File: config.mk
export PLATFORM = sky130hd
export DESIGN_NAME = nn_control
export DESIGN_NICKNAME = d
export VERILOG_FILES = /design/src/rtl/nn_pkg.sv /design/src/rtl/nn_control_if.sv /design/src/rtl/nn_slot_timer.sv /design/src/rtl/nn_control.sv
export SDC_FILE = /design/constraint.sdc
export NUM_CORES = 1
export LEC_CHECK = 0
export CAP_MARGIN = 20
export CORE_UTILIZATION = 25
export CTS_BUF_LIST = sky130_fd_sc_hd__clkbuf_8
export CTS_CLUSTER_DIAMETER = 60
export DETAILED_ROUTE_END_ITERATION = 7
export PLACE_DENSITY = 0.44
export SLEW_MARGIN = 20
export SYNTH_ARGS = -nofsm -noshare
export SYNTH_HDL_FRONTEND = slang
export SYNTH_SLANG_ARGS = --single-unit
File: constraint.sdc
create_clock -name clk -period 6.73 [get_ports clk]
set_input_delay 1.346 -clock clk [delete_from_list [all_inputs] [get_ports clk]]
set_output_delay 1.346 -clock clk [all_outputs]
set_load 0.1 [all_outputs]
File: src/rtl/nn_pkg.sv
// Shared definitions for the neural-network run controller: state encoding,
// default counter width and the epoch entry decode.
package nn_pkg;

  localparam int NN_BITS = 16;

  typedef enum logic [2:0] {
    ST_IDLE = 3'd0,
    ST_STRT = 3'd1,
    ST_TRN  = 3'd2,
    ST_VAL  = 3'd3,
    ST_STOR = 3'd4,
    ST_FIN  = 3'd5
  } nn_state_e;

  // First phase of an epoch; empty phases are skipped without a pulse.
  function automatic nn_state_e epoch_entry(input logic train_nz, input logic valid_nz);
    if (train_nz) return ST_TRN;
    if (valid_nz) return ST_VAL;
    return ST_STOR;
  endfunction

endpackage

File: src/rtl/nn_control_if.sv
// Link between the run FSM (master) and the per-sample slot timer (slave).
interface nn_control_if;
  // run is held high for the whole TRN/VAL phase and low otherwise; the timer
  // restarts its slot at cycle 0 whenever run is low. slot_start / slot_end are
  // combinational decodes of the slot counter and are only meaningful while run
  // is high (with a one-cycle slot both strobes are high together).
  logic run;
  logic slot_start;
  logic slot_end;

  modport master (output run, input slot_start, input slot_end);
  modport slave  (input run, output slot_start, output slot_end);
endinterface

File: src/rtl/nn_slot_timer.sv
// Free-running SAMPLE_CYC-cycle slot counter, active only while run is high.
module nn_slot_timer #(
  parameter int SAMPLE_CYC = 8
) (
  input  logic         clk,
  input  logic         rst_n,
  nn_control_if.slave  tmr
);

  localparam logic [7:0] LAST = 8'(SAMPLE_CYC - 1);

  logic [7:0] r_cyc;

  always_ff @(posedge clk or negedge rst_n) begin
    if (!rst_n) begin
      r_cyc <= 8'd0;
    end else if (!tmr.run || (r_cyc == LAST)) begin
      r_cyc <= 8'd0;
    end else begin
      r_cyc <= r_cyc + 8'd1;
    end
  end

  assign tmr.slot_start = tmr.run && (r_cyc == 8'd0);
  assign tmr.slot_end   = tmr.run && (r_cyc == LAST);

endmodule

File: src/rtl/nn_control.sv
// Run sequencer: START, then per epoch TR/VL sample pulses on slot boundaries,
// SW at epoch end, END when all epochs are done or the run is aborted.
module nn_control
  import nn_pkg::*;
#(
  parameter int BITS       = NN_BITS,
  parameter int SAMPLE_CYC = 8
) (
  input  logic            clk,
  input  logic            rst_n,
  input  logic            go,
  input  logic            abort,
  input  logic [BITS-1:0] TRAIN,
  input  logic [BITS-1:0] VALID,
  input  logic [BITS-1:0] EPOCH,
  output logic            START,
  output logic            TR,
  output logic            VL,
  output logic            SW,
  output logic            END,
  output logic            busy,
  output logic [BITS-1:0] epoch_cnt,
  output nn_state_e       o_dbg_state
);

  nn_state_e       r_state;
  logic [BITS-1:0] r_train;
  logic [BITS-1:0] r_valid;
  logic [BITS-1:0] r_epoch;
  logic [BITS-1:0] r_smp;
  logic [BITS-1:0] r_epoch_cnt;
  logic            r_start;
  logic            r_tr;
  logic            r_vl;
  logic            r_sw;
  logic            r_end;
  logic            r_busy;

  logic [BITS-1:0] w_target;
  logic [BITS-1:0] w_smp_nxt;
  logic            w_phase_done;
  nn_state_e       w_entry;

  nn_control_if w_tmr ();

  assign w_tmr.run = (r_state == ST_TRN) || (r_state == ST_VAL);

  nn_slot_timer #(
    .SAMPLE_CYC (SAMPLE_CYC)
  ) u_slot_timer (
    .clk   (clk),
    .rst_n (rst_n),
    .tmr   (w_tmr)
  );

  // r_smp counts slots already issued in this phase; the phase ends on the
  // slot_end of the slot that brings the count up to the snapshot target.
  assign w_target     = (r_state == ST_VAL) ? r_valid : r_train;
  assign w_smp_nxt    = w_tmr.slot_start ? (r_smp + BITS'(1)) : r_smp;
  assign w_phase_done = w_tmr.slot_end && (w_smp_nxt == w_target);
  assign w_entry      = epoch_entry(r_train != '0, r_valid != '0);

  always_ff @(posedge clk or negedge rst_n) begin
    if (!rst_n) begin
      r_state     <= ST_IDLE;
      r_train     <= '0;
      r_valid     <= '0;
      r_epoch     <= '0;
      r_smp       <= '0;
      r_epoch_cnt <= '0;
      r_start     <= 1'b0;
      r_tr        <= 1'b0;
      r_vl        <= 1'b0;
      r_sw        <= 1'b0;
      r_end       <= 1'b0;
      r_busy      <= 1'b0;
    end else begin
      r_start <= 1'b0;
      r_tr    <= 1'b0;
      r_vl    <= 1'b0;
      r_sw    <= 1'b0;
      r_end   <= 1'b0;
      case (r_state)
        ST_IDLE: begin
          if (go) begin
            r_train     <= TRAIN;
            r_valid     <= VALID;
            r_epoch     <= EPOCH;
            r_epoch_cnt <= '0;
            r_smp       <= '0;
            r_state     <= ST_STRT;
            r_start     <= 1'b1;
            r_busy      <= 1'b1;
          end
        end
        ST_FIN: begin
          r_state <= ST_IDLE;
          r_busy  <= 1'b0;
        end
        default: begin
          // The SW pulse has already gone out, so the epoch counts even on abort.
          if (r_state == ST_STOR) r_epoch_cnt <= r_epoch_cnt + BITS'(1);
          if (abort) begin
            r_state <= ST_FIN;
            r_end   <= 1'b1;
            r_smp   <= '0;
          end else begin
            case (r_state)
              ST_STRT: begin
                if (r_epoch == '0) begin
                  r_state <= ST_FIN;
                  r_end   <= 1'b1;
                end else begin
                  r_state <= w_entry;
                  r_tr    <= (w_entry == ST_TRN);
                  r_vl    <= (w_entry == ST_VAL);
                  r_sw    <= (w_entry == ST_STOR);
                end
              end
              ST_TRN, ST_VAL: begin
                if (w_phase_done) begin
                  r_smp <= '0;
                  if ((r_state == ST_TRN) && (r_valid != '0)) begin
                    r_state <= ST_VAL;
                    r_vl    <= 1'b1;
                  end else begin
                    r_state <= ST_STOR;
                    r_sw    <= 1'b1;
                  end
                end else begin
                  r_smp <= w_smp_nxt;
                  if (w_tmr.slot_end) begin
                    r_tr <= (r_state == ST_TRN);
                    r_vl <= (r_state == ST_VAL);
                  end
                end
              end
              ST_STOR: begin
                if ((r_epoch_cnt + BITS'(1)) == r_epoch) begin
                  r_state <= ST_FIN;
                  r_end   <= 1'b1;
                end else begin
                  r_state <= w_entry;
                  r_tr    <= (w_entry == ST_TRN);
                  r_vl    <= (w_entry == ST_VAL);
                  r_sw    <= (w_entry == ST_STOR);
                end
              end
              default: r_state <= ST_IDLE;
            endcase
          end
        end
      endcase
    end
  end

  assign START       = r_start;
  assign TR          = r_tr;
  assign VL          = r_vl;
  assign SW          = r_sw;
  assign END         = r_end;
  assign busy        = r_busy;
  assign epoch_cnt   = r_epoch_cnt;
  assign o_dbg_state = r_state;

endmodule

==> results of run 1 <==
[placed cells by master, fill, tap and decap left out, types with 5 or more instances in the layout]
cell type / n
o31ai_1: 6
a21oi_1: 18
nand2b_1: 6
xor2_1: 23
nand4_1: 20
nor2_1: 47
or3_1: 5
o22ai_1: 6
nand2_1: 47
clkbuf_8: 10
nor3_1: 15
clkdlybuf4s50_1: 75
o311ai_1: 5
dfrtp_1: 97
nand3_1: 25
xnor2_1: 30
mux2i_1: 22
a31oi_1: 12
o21ai_0: 26
mux2_2: 49
nor4_1: 19
inv_1: 15
buf_4: 5
and3_1: 9
[power groups by stage]
stage               Clock [mW]  Sequential, mW  Combinational (mW)
floorplan                    0            1.05               0.699
global route             0.451            1.01                1.18
CTS                      0.426           0.973                1.09
finish                   0.409           0.971                1.09
detailed placement           0           0.986                1.09
global placement             0           0.979                1.08
[cell families after synthesis]
kind of cell	share of synthesized area [%]
AO/OA/AOI/OAI	11.7
XOR/XNOR	8.00
multiplexers	13.3
buffers and inverters	3.97
adder cells (fa/ha/maj)	0.863
flip-flops	41.8
AND/OR/NAND/NOR	20.3
[flip-flops by register name, summed over array words and instances (netlist names)]
| signal | count |
|---|---|
| epoch_cnt | 16 |
| r_epoch | 16 |
| r_smp | 16 |
| r_train | 16 |
| r_valid | 16 |
| u_slot_timer.r_cyc | 8 |
| o_dbg_state | 3 |
| END | 1 |
| START | 1 |
| SW | 1 |
| TR | 1 |
| VL | 1 |
| busy | 1 |
[worst min-delay path by stage]
stage,startpoint,endpoint,cells after the start
floorplan,u_slot_timer.r_cyc[0],u_slot_timer.r_cyc[0],1
global placement,u_slot_timer.r_cyc[0],u_slot_timer.r_cyc[0],1
detailed placement,u_slot_timer.r_cyc[0],u_slot_timer.r_cyc[0],1
CTS,u_slot_timer.r_cyc[0],u_slot_timer.r_cyc[0],1
global route,u_slot_timer.r_cyc[0],u_slot_timer.r_cyc[0],1
finish,u_slot_timer.r_cyc[0],u_slot_timer.r_cyc[0],1
[per-layer routing]
| metal | global-route usage (%) | vias to the layer above | share of wire (%) |
|---|---|---|---|
| met5 | 0 | - | 0 |
| met4 | 6.03 | 0 | 1.9 |
| met3 | 2.21 | 19 | 3.8 |
| met2 | 21.5 | 106 | 45 |
| met1 | 20.9 | 2378 | 49 |
| li1 | - | 2321 | - |
[stage by stage]
stage	instance area, µm²	instances	util (%)
6_report	6990	947	30.8
5_1_grt	6990	947	30.8
4_1_cts	6980	947	30.7
3_5_place_dp	6780	931	29.9
3_3_place_gp	6780	931	29.8
2_1_floorplan	5800	606	-
[layout make-up]
type,count,area (µm²)
Fill cell,2370,15700
Multi-Input combinational cell,455,3160
Sequential cell,97,2430
Timing Repair Buffer,80,788
Tap cell,285,357
Clock buffer,10,138
Clock inverter,6,65.1
Inverter,14,52.6
==> run_results.csv, run 1 <==
group,metric,value,unit
placed_design,place_hpwl,12200,µm
sta,max_freq,0.250,GHz
power_and_ir_drop,power.switching,1.06,mW
detailed_routing,drc,0,
sta,setup_slack,2.73,ns
floorplanning,dieArea,23800,µm²
clock_tree,cts_made_buffers,9,
sta,skew,0.0180,ns
synth,netlist-cell-type-count,63,
setup_path,worst-path-stages,10,
sta,slew_viol_final,0,
power_and_ir_drop,power.share.switching,42.9,%
clock_tree,clock_path_buffers,2,
synth,synthArstFlopShare,100,%
sta,setup_violations,0,
synth,ys_seq_area_share,41.8,%
detailed_routing,drt-wirelength-per-cell,17.5,µm
setup_path,r2r-start,"o_dbg_state[1]",
clock_tree,clock-sinks,97,
clock_tree,root_buffer,"clkbuf_8",
sta,slew_headroom,33.4,%
detailed_routing,via_count,4824,
synth,ys.flop_type,"dfrtp_1",
power_and_ir_drop,clockPowerShare,16.6,%
power_and_ir_drop,total_power,2.46,mW
final_layout,nNetsFinal,713,
final_layout,area_delta_synth_final,20.4,%
detailed_routing,wirelength,16600,µm
setup_path,critical_path_class,"register to register",
synth,yosys_warnings,0,
setup_path,worstPathBufferInverterCount,1,
power_and_ir_drop,irDropWorstVdd,0.000161,V
synth,synth_edf_count,0,
sta,min_period,4.00,ns
setup_path,cp.required,7.01,ns
global_route,antenna_found_initial,0,
setup_path,arrival,4.28,ns
setup_path,rr_endpoint,"r_smp[12]",
setup_path,setup.worst_path.end,"r_smp[12]",
setup_path,crit_family,"simple AND/OR/NAND/NOR gates",
sta,report.final.hold_viol_count,0,
clock_tree,insertion_delay,0.39,ns
global_route,grt_pass1_wl,27000,µm
power_and_ir_drop,powerDensity,353,nW/µm²
synth,synth_nets,662,
setup_path,crit_path_cell_trace,"and4bb_1 > nand3_1 > or4_1 > xnor2_1 > and4_1 > o211a_1 > o2111ai_2 > buf_4 > nand2_1 > o311ai_1",
power_and_ir_drop,p_leak,2.73,nW
floorplanning,fp.dieH,154,µm
power_and_ir_drop,p_comb_share,44.0,%
sta,worstMarginPinSlew,0.996,ns
clock_tree,cts_setup_buffers,0,
detailed_routing,ant_nets,0,
power_and_ir_drop,seq_power_share,39.4,%
global_route,first_global_vias,4809,
placed_design,io_buffers,76,
clock_tree,htreeDepth,3,
synth,syn_area_per_cell,9.57,µm²
synth,synth_top_area_cell,"dfrtp_1",
placed_design,pre_cts_slack,2.39,ns
global_route,grt_max_degree,56,
setup_path,worstSetupStartpoint,"o_dbg_state[1]",
setup_path,cp-end-kind,"register",
setup_path,regToRegSetupSlack,2.73,ns
detailed_routing,dr.first_iter.drc_count,416,
power_and_ir_drop,intPower,1.41,mW
sta,setup_tns,0,ns
synth,synth_top_area_share,41.8,%
synth,synth_cells,606,
synth,synth_area,5800,µm²
clock_tree,clk_pin_slew_worst_paths,0.11,ns
outcome,outcome,"finished, final reports clean",
run,cap_violations,0,
global_route,track_usage,14.5,%
detailed_routing,first_pass_iters,5,
clock_tree,hold_buffers,0,
sta,rsz0062_at_grt,"no",
floorplanning,ios,77,
setup_path,cp_max_fo,29,
setup_path,rr_worst_depth,10,
clock_tree,cts_resized,0,
detailed_routing,vias_per_cell,5.09,
synth,yosysMostFrequentCell,"dfrtp_1",
hold_path,min_path_type,"register to register",
synth,yosys-top-cells-count,"dfrtp_1 (97), mux2_2 (49), nor2_1 (48), nand2_1 (47), xnor2_1 (30)",
floorplanning,die_width,154,µm
global_route,overflow,0,
setup_path,cp-start-kind,"register",
final_layout,diodes,0,
placed_design,gp_congestion,0.871,
synth,synthTopCellsByArea,"dfrtp_1 (42%), mux2_2 (9.5%), xnor2_1 (4.5%)",
synth,synth-seq-cells,97,
sta,whs,0.497,ns
setup_path,cp_slowest_cell,"or4_1",
clock_tree,cts_tree,"done",
floorplanning,initial_core_util,25.5,%
setup_path,cpPeakStageDelay,0.74,ns
floorplanning,std_cell_rows,55,
final_layout,drive_above_1_share,12.2,%
sta,period_share,59.4,%
floorplanning,core,22700,µm²
Note: power is estimated with default switching activity, not from simulation.
==> run 2: changes to the inputs <==
==> constraint.sdc (replaced) <==
create_clock -name clk -period 4 [get_ports clk]
set_input_delay 0.8 -clock clk [delete_from_list [all_inputs] [get_ports clk]]
set_output_delay 0.8 -clock clk [all_outputs]
set_load 0.1 [all_outputs]
==> run_results.csv, run 2 (synthesis results as in run 1) <==
group,metric,value,unit
outcome,outcome,"finished, final reports clean",
final_layout,ff_latch_area,2430,µm²
final_layout,final_common_cell,"dfrtp_1",
placed_design,place_hpwl,12800,µm
run,cap_violations,0,
global_route,antenna_found_initial,0,
sta,worstMarginPinSlew,0.988,ns
power_and_ir_drop,irDropWorstVdd,0.000242,V
floorplanning,core,22700,µm²
floorplanning,initial_core_util,25.5,%
global_route,grt_pass1_wl,28000,µm
clock_tree,hold_buffers,0,
power_and_ir_drop,seq_power_share,37.8,%
detailed_routing,wirelength,17200,µm
floorplanning,die_width,154,µm
global_route,first_global_vias,4982,
sta,skew,0.0157,ns
setup_path,rr_endpoint,"r_smp[1]",
sta,setup_tns,0,ns
sta,report.final.hold_viol_count,0,
detailed_routing,dr.first_iter.drc_count,350,
final_layout,drive_above_1_share,13.4,%
power_and_ir_drop,total_power,4.19,mW
power_and_ir_drop,powerDensity,595,nW/µm²
detailed_routing,drt-wirelength-per-cell,17.9,µm
sta,slew_viol_final,0,
clock_tree,cts_resized,0,
floorplanning,dieArea,23800,µm²
sta,max_freq,0.285,GHz
power_and_ir_drop,clockPowerShare,15.9,%
final_layout,multi_input_area,3150,µm²
setup_path,cp.required,4.26,ns
final_layout,area_delta_synth_final,21.6,%
setup_path,cp-start-kind,"register",
setup_path,rr_worst_depth,11,
placed_design,gp_congestion,0.865,
power_and_ir_drop,p_leak,2.78,nW
power_and_ir_drop,power.share.switching,43.2,%
sta,setup_violations,0,
detailed_routing,via_count,4926,
floorplanning,std_cell_rows,55,
global_route,track_usage,15.2,%
clock_tree,clk_pin_slew_worst_paths,0.11,ns
detailed_routing,drc,0,
setup_path,cp_max_fo,21,
power_and_ir_drop,p_comb_share,46.3,%
clock_tree,cts_made_buffers,9,
power_and_ir_drop,power.switching,1.81,mW
setup_path,r2r-start,"u_slot_timer.r_cyc[0]",
final_layout,final_cell_mix,"dfrtp_1 (97), clkdlybuf4s50_1 (74), mux2_2 (49)",
hold_path,min_path_type,"primary input to async pin",
global_route,grt_max_degree,53,
detailed_routing,ant_nets,0,
setup_path,arrival,3.76,ns
setup_path,critical_path_class,"register to register",
global_route,overflow,0,
clock_tree,insertion_delay,0.39,ns
sta,period_share,87.6,%
sta,min_period,3.50,ns
clock_tree,htreeDepth,3,
setup_path,cp-end-kind,"register",
final_layout,fillers,2358,
clock_tree,cts_tree,"done",
final_layout,nNetsFinal,723,
placed_design,io_buffers,76,
detailed_routing,first_pass_iters,5,
clock_tree,clock_path_buffers,2,
power_and_ir_drop,intPower,2.38,mW
detailed_routing,vias_per_cell,5.15,
sta,rsz0062_at_grt,"no",
clock_tree,cts_setup_buffers,0,
clock_tree,root_buffer,"clkbuf_8",
final_layout,diodes,0,
setup_path,regToRegSetupSlack,0.50,ns
floorplanning,fp.dieH,154,µm
sta,slew_headroom,34.0,%
clock_tree,clock-sinks,97,
floorplanning,ios,77,
==> run 2: power groups by stage <==
stage | Clock (mW) | Sequential (mW) | Combinational [mW]
detailed placement | 0 | 1.61 | 1.95
global placement | 0 | 1.60 | 1.93
global route | 0.737 | 1.64 | 2.12
floorplan | 0 | 1.77 | 1.18
CTS | 0.699 | 1.59 | 1.96
finish | 0.668 | 1.59 | 1.94
==> run 2: layout make-up <==
| cell class | instances | share of cell area, % |
|---|---|---|
| clock buffer | 9 | 1.76 |
| clock inverter | 7 | 0.976 |
| inverter | 14 | 0.745 |
| multi-input combinational | 455 | 44.7 |
| sequential | 97 | 34.4 |
| tap | 285 | 5.05 |
| timing repair buffer | 90 | 12.4 |
==> run 2: metal layers <==
layer  vias to the layer above  global-route usage (%)  part of all wire (%)
met2                       120                    23.6                    46
met3                        19                    2.16                   4.3
met1                      2452                    21.4                    48
met5                         -                       0                     0
li1                       2335                       -                     -
met4                         0                    5.70                   2.1
==> run 2: worst max-delay path, cell delays in order (launching register included) <==
cell and delay [ns]:
dfrtp_1 0.42, inv_1 0.07, ha_1 0.14, and4bb_1 0.24
and3_1 0.51, nand4_1 0.32, a211oi_1 0.46, o211a_1 0.25
o2111ai_2 0.28, buf_4 0.33, a31oi_1 0.24, o22ai_1 0.13
==> run 2: metrics by stage <==
stage / hold WS [ns] / setup slack, ns / area, µm² / util, % / instances
after floorplan: 0.447 / 0.526 / 5800 / - / 606
after global placement: 0.466 / 0.573 / 6860 / 30.2 / 941
after detailed placement: 0.483 / 0.596 / 6860 / 30.2 / 941
after CTS: 0.479 / 0.557 / 7050 / 31.1 / 957
after global routing: 0.513 / 0.258 / 7050 / 31.1 / 957
final: 0.472 / 0.496 / 7050 / 31.1 / 957
==> run 2: worst max-delay path by stage <==
stage	start	to	slack, ns	depth (start not counted)
after floorplan	o_dbg_state[1]	r_smp[6]	0.53	12
after detailed placement	u_slot_timer.r_cyc[0]	r_smp[1]	0.60	12
after CTS	u_slot_timer.r_cyc[0]	r_smp[1]	0.56	12
after global placement	u_slot_timer.r_cyc[0]	VL	0.57	11
after global routing	u_slot_timer.r_cyc[0]	r_smp[12]	0.26	11
final	u_slot_timer.r_cyc[0]	r_smp[1]	0.50	11
==> run 3: changes to the inputs <==
--- a/config.mk
+++ b/config.mk
@@ -6,11 +6,13 @@
 export NUM_CORES = 1
 export LEC_CHECK = 0
 export CAP_MARGIN = 20
+export CELL_PAD_IN_SITES_DETAIL_PLACEMENT = 2
+export CELL_PAD_IN_SITES_GLOBAL_PLACEMENT = 2
 export CORE_UTILIZATION = 25
 export CTS_BUF_LIST = sky130_fd_sc_hd__clkbuf_8
 export CTS_CLUSTER_DIAMETER = 60
 export DETAILED_ROUTE_END_ITERATION = 7
-export PLACE_DENSITY = 0.44
+export PLACE_DENSITY = 0.62
 export SLEW_MARGIN = 20
 export SYNTH_ARGS = -nofsm -noshare
 export SYNTH_HDL_FRONTEND = slang
==> run_results.csv, run 3 (synthesis results as in run 1) <==
group,metric,value,unit
clock_tree,insertion_delay,0.38,ns
clock_tree,cts_resized,0,
run,cap_violations,0,
outcome,outcome,"finished, final reports clean",
setup_path,cp.required,4.23,ns
detailed_routing,via_count,4968,
clock_tree,root_buffer,"clkbuf_8",
global_route,antenna_found_initial,1,
sta,rsz0062_at_grt,"no",
hold_path,hold_path_depth,1,
clock_tree,cts_setup_buffers,0,
clock_tree,clk_pin_slew_worst_paths,0.10,ns
sta,slew_headroom,32.3,%
detailed_routing,wirelength,19500,µm
final_layout,final_common_cell,"dfrtp_1",
floorplanning,std_cell_rows,55,
sta,slew_viol_final,0,
hold_path,holdPathEnd,"u_slot_timer.r_cyc[0]",
sta,max_freq,0.273,GHz
placed_design,place_hpwl,14800,µm
sta,report.final.hold_viol_count,0,
final_layout,area_delta_synth_final,22.2,%
clock_tree,htreeDepth,3,
final_layout,diodes,0,
sta,min_period,3.66,ns
placed_design,pre_cts_slack,0.346,ns
detailed_routing,vias_per_cell,5.18,
floorplanning,core,22700,µm²
final_layout,fillers,2521,
setup_path,critical_path_class,"register to register",
sta,whs,0.496,ns
detailed_routing,ant_nets,0,
hold_path,hp-start,"u_slot_timer.r_cyc[0]",
setup_path,cp-start-kind,"register",
setup_path,cp-end-kind,"register",
sta,setup_violations,0,
floorplanning,initial_core_util,25.5,%
power_and_ir_drop,powerDensity,613,nW/µm²
floorplanning,dieArea,23800,µm²
final_layout,nNetsFinal,725,
floorplanning,ios,77,
setup_path,r2r-start,"r_smp[0]",
global_route,track_usage,17.0,%
sta,setup_slack,0.340,ns
detailed_routing,drt-wirelength-per-cell,20.4,µm
final_layout,final_cell_mix,"dfrtp_1 (97), clkdlybuf4s50_1 (74), mux2_2 (49)",
placed_design,gp_congestion,0.852,
setup_path,cp_slowest_cell,"or4_1",
detailed_routing,drc,0,
detailed_routing,dr.first_iter.drc_count,200,
global_route,first_global_vias,5448,
global_route,grt_pass1_wl,31300,µm
clock_tree,cts_tree,"done",
detailed_routing,first_pass_iters,4,
clock_tree,hold_buffers,0,
power_and_ir_drop,irDropWorstVdd,0.000184,V
power_and_ir_drop,p_leak,2.80,nW
setup_path,cp_max_fo,10,
sta,setup_tns,0,ns
sta,period_share,91.5,%
setup_path,regToRegSetupSlack,0.34,ns
setup_path,crit_path_cell_trace,"ha_1 > and3_1 > nand3_1 > or4_1 > xnor2_1 > and4_1 > o211a_1 > o2111ai_2 > nand2_1 > o31ai_1",
global_route,overflow,0,
setup_path,worstSetupStartpoint,"r_smp[0]",
clock_tree,clock-sinks,97,
setup_path,arrival,3.89,ns
setup_path,cpPeakStageDelay,0.62,ns
final_layout,drive_above_1_share,13.8,%
floorplanning,die_width,154,µm
global_route,grt_max_degree,69,
hold_path,min_path_type,"register to register",
placed_design,io_buffers,76,
setup_path,rr_endpoint,"o_dbg_state[1]",
floorplanning,fp.dieH,154,µm
sta,worstMarginPinSlew,1.01,ns
clock_tree,clock_path_buffers,2,
setup_path,rr_worst_depth,10,
clock_tree,cts_made_buffers,9,
sta,skew,0.0130,ns
## run 3: cell count changes in the layout (fill, tap and decap cells not counted), sizes merged
| cell | delta |
|---|---|
| clkbuf | +1 |
| buf | +2 |
| bufinv | +1 |
| clkinvlp | -1 |
| inv | -1 |
## run 3: worst max path at each step
stage                           endpoint  slack, ns  cells past startpoint
after global routing            r_smp[5]       0.07                     11
after CTS                       r_smp[6]       0.31                     11
final                     o_dbg_state[1]       0.34                     10
after floorplan                 r_smp[6]       0.53                     12
after detailed placement        r_smp[9]       0.35                     11
after global placement                SW       0.47                     10
## run 3: area by class of cell
cell class	count	area (µm²)	share of cell area, %
Multi-Input combinational cell	455	3150	44.5
Sequential cell	97	2430	34.2
Timing Repair Buffer	92	876	12.4
Tap cell	285	357	5.03
Clock buffer	10	138	1.94
Clock inverter	6	87.6	1.24
Inverter	14	52.6	0.741
## run 3: metal layers
metal	share of wire [%]	vias up	track usage, %
met5	0	-	0
met4	1.5	0	5.47
met3	1.9	16	1.96
met2	48	65	28.3
met1	49	2561	23.1
li1	-	2326	-
## run 3: power by group
part           switching, mW  internal, mW  total (mW)  leakage (nW)
combinational           1.19         0.812        2.00          1.44
clock                  0.390         0.372       0.763         0.117
sequential             0.309          1.28        1.59          1.24
## run 3: critical path, delay by kind of cell, from the launching register on
family | cells | cell delay, ns
flops | 1 | 0.47
xor+xnor | 1 | 0.23
fa+ha+maj | 1 | 0.30
simple gates | 5 | 1.88
compound gates | 3 | 0.63
## run 3: metrics by stage
step / cell area (µm²) / std cells / util, % / power [mW]
detailed placement: 6860 / 943 / 30.2 / 3.63
CTS: 7090 / 959 / 31.2 / 4.42
floorplan: 5800 / 606 / - / 2.94
global route: 7090 / 959 / 31.2 / 4.62
finish: 7090 / 959 / 31.2 / 4.35
global placement: 6860 / 943 / 30.2 / 3.53
